==> src/rtl/wb_pkg.sv <==
// Writeback unit shared types and widths.
// Entry layout carried through the writeback queue.
package wb_pkg;

  localparam int XLEN = 32;
  localparam int REG_ADDR_W = 5;
  localparam int NUM_REGS = 32;

  typedef struct packed {
    logic [REG_ADDR_W-1:0] rd;
    logic [XLEN-1:0]       data;
  } wb_entry_t;

endpackage

==> src/rtl/wb_fifo.sv <==
// Circular writeback queue: two enqueue ports, one dequeue port.
// Head pops every cycle it holds an entry; register file never stalls.
module wb_fifo
  import wb_pkg::*;
#(
  parameter int DEPTH = 4,
  parameter int CW = $clog2(DEPTH + 1)
) (
  input  logic                             clk,
  input  logic                             rst,
  input  logic                             push_a,
  input  wb_entry_t                        data_a,
  input  logic                             push_b,
  input  wb_entry_t                        data_b,
  output wb_entry_t                        head_entry,
  output logic [CW-1:0]                    count,
  output logic [DEPTH-1:0]                 valid,
  output logic [DEPTH-1:0][REG_ADDR_W-1:0] rds
);

  localparam int AW = $clog2(DEPTH);

  wb_entry_t mem [DEPTH];
  logic [AW-1:0] head;
  logic [AW-1:0] tail;
  logic [AW-1:0] tail_b;
  logic          pop;

  assign pop = (count != '0);
  assign tail_b = tail + AW'(push_a);
  assign head_entry = mem[head];

  always_ff @(posedge clk) begin
    if (rst) begin
      head  <= '0;
      tail  <= '0;
      count <= '0;
    end else begin
      if (pop)
        head <= head + AW'(1);
      tail  <= tail + AW'(push_a) + AW'(push_b);
      count <= count + CW'(push_a)
             + CW'(push_b) - CW'(pop);
    end
  end

  always_ff @(posedge clk) begin
    if (push_a)
      mem[tail] <= data_a;
    if (push_b)
      mem[tail_b] <= data_b;
  end

  always_comb begin
    for (int i = 0; i < DEPTH; i++) begin
      logic [AW-1:0] off;
      off = AW'(i) - head;
      valid[i] = (int'(off) < int'(count));
      rds[i] = mem[i].rd;
    end
  end

  a_no_overflow : assert property (
    @(posedge clk) disable iff (rst)
    count <= CW'(DEPTH)
  );

endmodule

==> src/rtl/writeback_unit.sv <==
// Merges ALU and load results into one register-file write per cycle.
// ALU is queued ahead of MEM when both arrive; x0 targets are dropped.
module writeback_unit #(
  parameter int XLEN = 32,
  parameter int REG_ADDR_W = 5,
  parameter int DEPTH = 4
) (
  input  logic                         clk,
  input  logic                         rst,
  input  logic                         alu_valid,
  output logic                         alu_ready,
  input  logic [REG_ADDR_W-1:0]        alu_rd,
  input  logic [XLEN-1:0]              alu_data,
  input  logic                         mem_valid,
  output logic                         mem_ready,
  input  logic [REG_ADDR_W-1:0]        mem_rd,
  input  logic [XLEN-1:0]              mem_data,
  output logic [REG_ADDR_W-1:0]        rf_write_reg,
  output logic [XLEN-1:0]              rf_write_data,
  output logic                         rf_read_write,
  output logic [31:0]                  pending_mask,
  output logic [$clog2(DEPTH+1)-1:0]   wb_count
);

  import wb_pkg::*;

  localparam int CW = $clog2(DEPTH + 1);

  logic [CW-1:0]                    count;
  logic [CW:0]                      free;
  logic                             alu_nz;
  logic                             mem_nz;
  logic                             enq_alu;
  logic                             enq_mem;
  wb_entry_t                        alu_e;
  wb_entry_t                        mem_e;
  wb_entry_t                        head_e;
  logic [DEPTH-1:0]                 valid;
  logic [DEPTH-1:0][REG_ADDR_W-1:0] rds;

  // The head drains this cycle, so its slot counts as free.
  assign free = (CW+1)'(DEPTH) - (CW+1)'(count)
              + (CW+1)'(count != '0);

  assign alu_nz = (alu_rd != '0);
  assign mem_nz = (mem_rd != '0);

  assign alu_ready = ~rst & (free >= (CW+1)'(1));
  assign mem_ready = ~rst
    & ((free >= (CW+1)'(2))
       | ~(alu_valid & alu_nz));

  assign enq_alu = alu_valid & alu_ready & alu_nz;
  assign enq_mem = mem_valid & mem_ready & mem_nz;

  assign alu_e = '{rd: alu_rd, data: alu_data};
  assign mem_e = '{rd: mem_rd, data: mem_data};

  wb_fifo #(.DEPTH(DEPTH)) u_fifo (
    .clk        (clk),
    .rst        (rst),
    .push_a     (enq_alu | enq_mem),
    .data_a     (enq_alu ? alu_e : mem_e),
    .push_b     (enq_alu & enq_mem),
    .data_b     (mem_e),
    .head_entry (head_e),
    .count      (count),
    .valid      (valid),
    .rds        (rds)
  );

  assign rf_read_write = ~rst & (count != '0);
  assign rf_write_reg  = head_e.rd;
  assign rf_write_data = head_e.data;
  assign wb_count      = count;

  always_comb begin
    logic [NUM_REGS-1:0] m;
    m = '0;
    for (int i = 0; i < DEPTH; i++)
      if (valid[i])
        m[rds[i]] = 1'b1;
    m[0] = 1'b0;
    pending_mask = m;
  end

endmodule

==> config.mk <==
export PLATFORM = sky130hd
export DESIGN_NAME = writeback_unit
export DESIGN_NICKNAME = d
export VERILOG_FILES = /design/src/rtl/wb_pkg.sv /design/src/rtl/wb_fifo.sv /design/src/rtl/writeback_unit.sv
export SDC_FILE = /design/constraint.sdc
export NUM_CORES = 1
export LEC_CHECK = 0
export ABC_CLOCK_PERIOD_IN_PS = 3750
export CORE_ASPECT_RATIO = 1.2
export CORE_UTILIZATION = 49
export DETAILED_ROUTE_END_ITERATION = 16
export PLACE_DENSITY = 0.85
export SLEW_MARGIN = 10
export SYNTH_ARGS = -nofsm -noshare
export SYNTH_HDL_FRONTEND = slang
export SYNTH_SLANG_ARGS = --single-unit
==> constraint.sdc <==
create_clock -name clk -period 3.75 [get_ports clk]
set_input_delay 0.75 -clock clk [delete_from_list [all_inputs] [get_ports clk]]
set_output_delay 0.75 -clock clk [all_outputs]
set_load 0.02 [all_outputs]
==> metrics.md <==
| Metric | Value |
|---|---|
| Critical Path AT | 3.81 ns |
| Worst VDD drop | 0.4582 mV |
| Dpl cells | 1056 |
| Static leakage | 0.004523 µW |
| Clk slew on worst S/H paths | 0.07 ns |
| Hold path cells | 3 |
| CTS tree | done |
| CP Class | in -> reg |
| ANT nets after route | 0 |
| WL per Instance | 23.98 µm |
| Via/cell ratio | 6.277 |
| Synth top area share | 0.4905 |
| First-pass DRT Iterations | 5 |
| Sequential area share after synthesis | 0.5104 |
| Synth Area in Compound Gates | 0.07582 |
| CTS-repair resized insts | 6 |
| CTS sink cnt | 157 |
| Num CTS Buffers | 17 |
| CP Capture Type | flip-flop |
| Cell taking the most area after synthesis | edfxtp_1 |
| RSZ-0062 raised after global routing | true |
| Mapped Nets | 742 |
| CTS Buffer Depth | 2 |
| Commonest cells after routing, fill and taps aside | 148 x edfxtp_1, 130 x mux2_2, 128 x clkdlybuf4s50_1, 49 x buf_4, 37 x mux4_2 |
| Min Tclk post-route | 3.637 ns |
| Critical path endpoint | u_fifo.mem[0][21] |
| CP Max Fanout | 8 |
| Layout cells sized above 1 | 0.3461 |
| Final setup viols | 0 |
| H-tree depth | 4 |
| Non-Filler Instances | 1089 |
| Postcts setup bufs | 0 |
| R2R Setup Slk | 0.20 ns |
| Gr usage total | 0.2793 |
| Antenna violations before repair | 0 |
| Post-synthesis mux area share | 0.2759 |
| Post-synth EDFFs | 148 |
| Worst r2r src | u_fifo.count[1] |
| Slew HR | 0.5324 |
| Vias in the first global route | 7089 |
| Ys async rst share | 0 |
| First-pass GRT wire length | 39620 µm |
| Required @ worst endpoint | 3.92 ns |
| Layout filler cell count | 1233 |
| Die width | 126.1 µm |
| Clk_skew | 0.009422 ns |
| Worst-margin pin slew | 0.7014 ns |
| Floorplan core area | 0.01817 mm² |
| Synthesized area | 0.009060 mm² |
| Num rows | 54 |
| Gpl congestion | 0.9853 |
| Ys flop type | edfxtp_1 |
| Critical Path Source Type | input pin |
| Leading cell type in the layout, fill and taps excluded | edfxtp_1 |
| GRT Residual Overflow | 0 |
| NumNets Final | 941 |
| Initial Util | 0.4985 |
| Cts hold-fix bufs | 0 |
| Clock root buffer master | clkbuf_16 |
| Via count | 6836 |
| # port buffers | 151 |
| Number of max-cap violations | 0 |
| Synth-to-Final Area Change | 34.13% |
| # DRC | 0 |
| Post-DP HPWL | 18250 µm |
| Clk Latency, worst-skew pair | 0.42 ns |
| Worst hold-check path type | reg -> reg |
| Die Area | 0.01904 mm² |
| Syn Inst Count | 652 |
| Simple-Gate Fraction of Synth Area | 0.08700 |
| Endpoints failing hold | 0 |
| R2R Path End | u_fifo.mem[2][14] |
| Seq cells post-synth | 157 |
| R2R depth | 15 |
| Yosys warns | 0 |
| Top-Level Pins | 153 |
| Die height | 151.0 µm |
| Fmax | 0.2750 GHz |
| Critical Path Source | alu_rd[0] |
| Post-route setup TNS | 0 ns |
| Initial DRC count | 566 |
| Post-Synth Adder-Cell Area | 0.01823 |
| Max-slew violation count | 0 |
| Final period util | 0.9699 |
| Ranking of synthesized cells by area | edfxtp_1 49%, mux2_2 16%, mux4_2 9.2% |
| Final wirelength | 26110 µm |
| Largest net degree at the start of global routing | 24 |
| Synth cell types | 58 |
| Outcome | finished, final reports clean |
| Synth Area in XOR/XNOR | 0.006767 |
| Pwr/cell area | 656.7 mW/mm² |
| Avg Inst Size Synth | 13.90 µm² |
| Largest family of logic cells by synthesized area | multiplexers |
[per-layer routing]
metal  wire length [µm]  track usage
met5                  0            0
met1               9672       0.3128
met3               1665      0.05510
met4               1033       0.1482
met2              13740       0.5041
[stage by stage]
step	power [µW]	instance area, µm²	hold WS (ns)	utilization	setup slack [ns]
final	7980	12150	0.6476	0.6686	0.1130
after global routing	8282	12150	0.6991	0.6685	-0.03365
after CTS	7943	12060	0.6604	0.6634	0.0003111
after detailed placement	6148	11450	0.6501	0.6298	-0.2423
after global placement	6097	11450	0.6327	0.6298	-0.2025
after floorplan	4508	9109	0.5783	-	0.009355
[final cells by class]
cell class	count	area, µm²	area share
repair buffers	218	2290	0.1884
flip-flops and latches	157	4627	0.3808
well taps	224	280.3	0.02306
clock inverters	14	171.4	0.01411
multi-input cells	445	4307	0.3544
diodes	1	2.502	0.0002059
clock buffers	18	429.2	0.03532
inverters	12	45.04	0.003707
[synthesized netlist by cell type, types with 3 or more instances]
cell      instances
a211o_1           9
a21oi_1           6
a221o_1          17
a31o_2            3
and2_1            5
and3_1            3
buf_1             6
buf_2            10
buf_6             3
clkbuf_1         17
dfxtp_1           9
edfxtp_1        148
ha_1             10
inv_1            11
mux2_1           18
mux2_2          130
mux4_2           37
nand2_1          31
nand2b_1         10
nand3_1          19
nor2_1           39
nor2_4            3
nor2b_1          17
nor3_1            6
o211ai_1          4
o21bai_1          4
o22a_1            3
o22ai_1          23
or2_2             4
xnor2_1           6
[power breakdown]
part           switching, µW  internal (µW)  total [µW]  leakage [µW]
Combinational           1940           1850        3790       0.00280
Clock                    756           1010        1770      0.000293
Sequential               178           2240        2420       0.00143
Total                   2870           5110        7980       0.00452
[worst max-delay path, cell delays in order]
cell	delay, ns
clkdlybuf4s50_1	0.47
or4_1	0.60
o211a_1	0.25
o22a_1	0.18
nor2_2	0.11
ha_1	0.23
xor2_1	0.24
nor2_1	0.14
a21oi_4	0.25
buf_4	0.23
mux2_2	0.35
[cells by family (layout without fill, tap and decap cells)]
family,count (synthesis),after routing
AOI/OAI and AO/OA,87,87
xor gates and xnor gates,7,7
adders and majority gates,12,12
buffers and inverters,50,262
DFF,157,157
muxes,185,185
other,1,2
and+or+nand+nor,153,153
[sequential cells by signal (all words and copies together), names as in the netlist, named ones only]
name          count
u_fifo.tail       2
u_fifo.head       2
u_fifo.mem      148
u_fifo.count      3
[worst min path at each step]
stage                 to           start
6_report       flip-flop  u_fifo.head[1]
5_1_grt        flip-flop  u_fifo.head[1]
3_3_place_gp   flip-flop  u_fifo.head[1]
4_1_cts        flip-flop  u_fifo.head[1]
2_1_floorplan  flip-flop  u_fifo.head[1]
3_5_place_dp   flip-flop  u_fifo.head[1]
No activity file was read; power rests on OpenSTA's default activity.
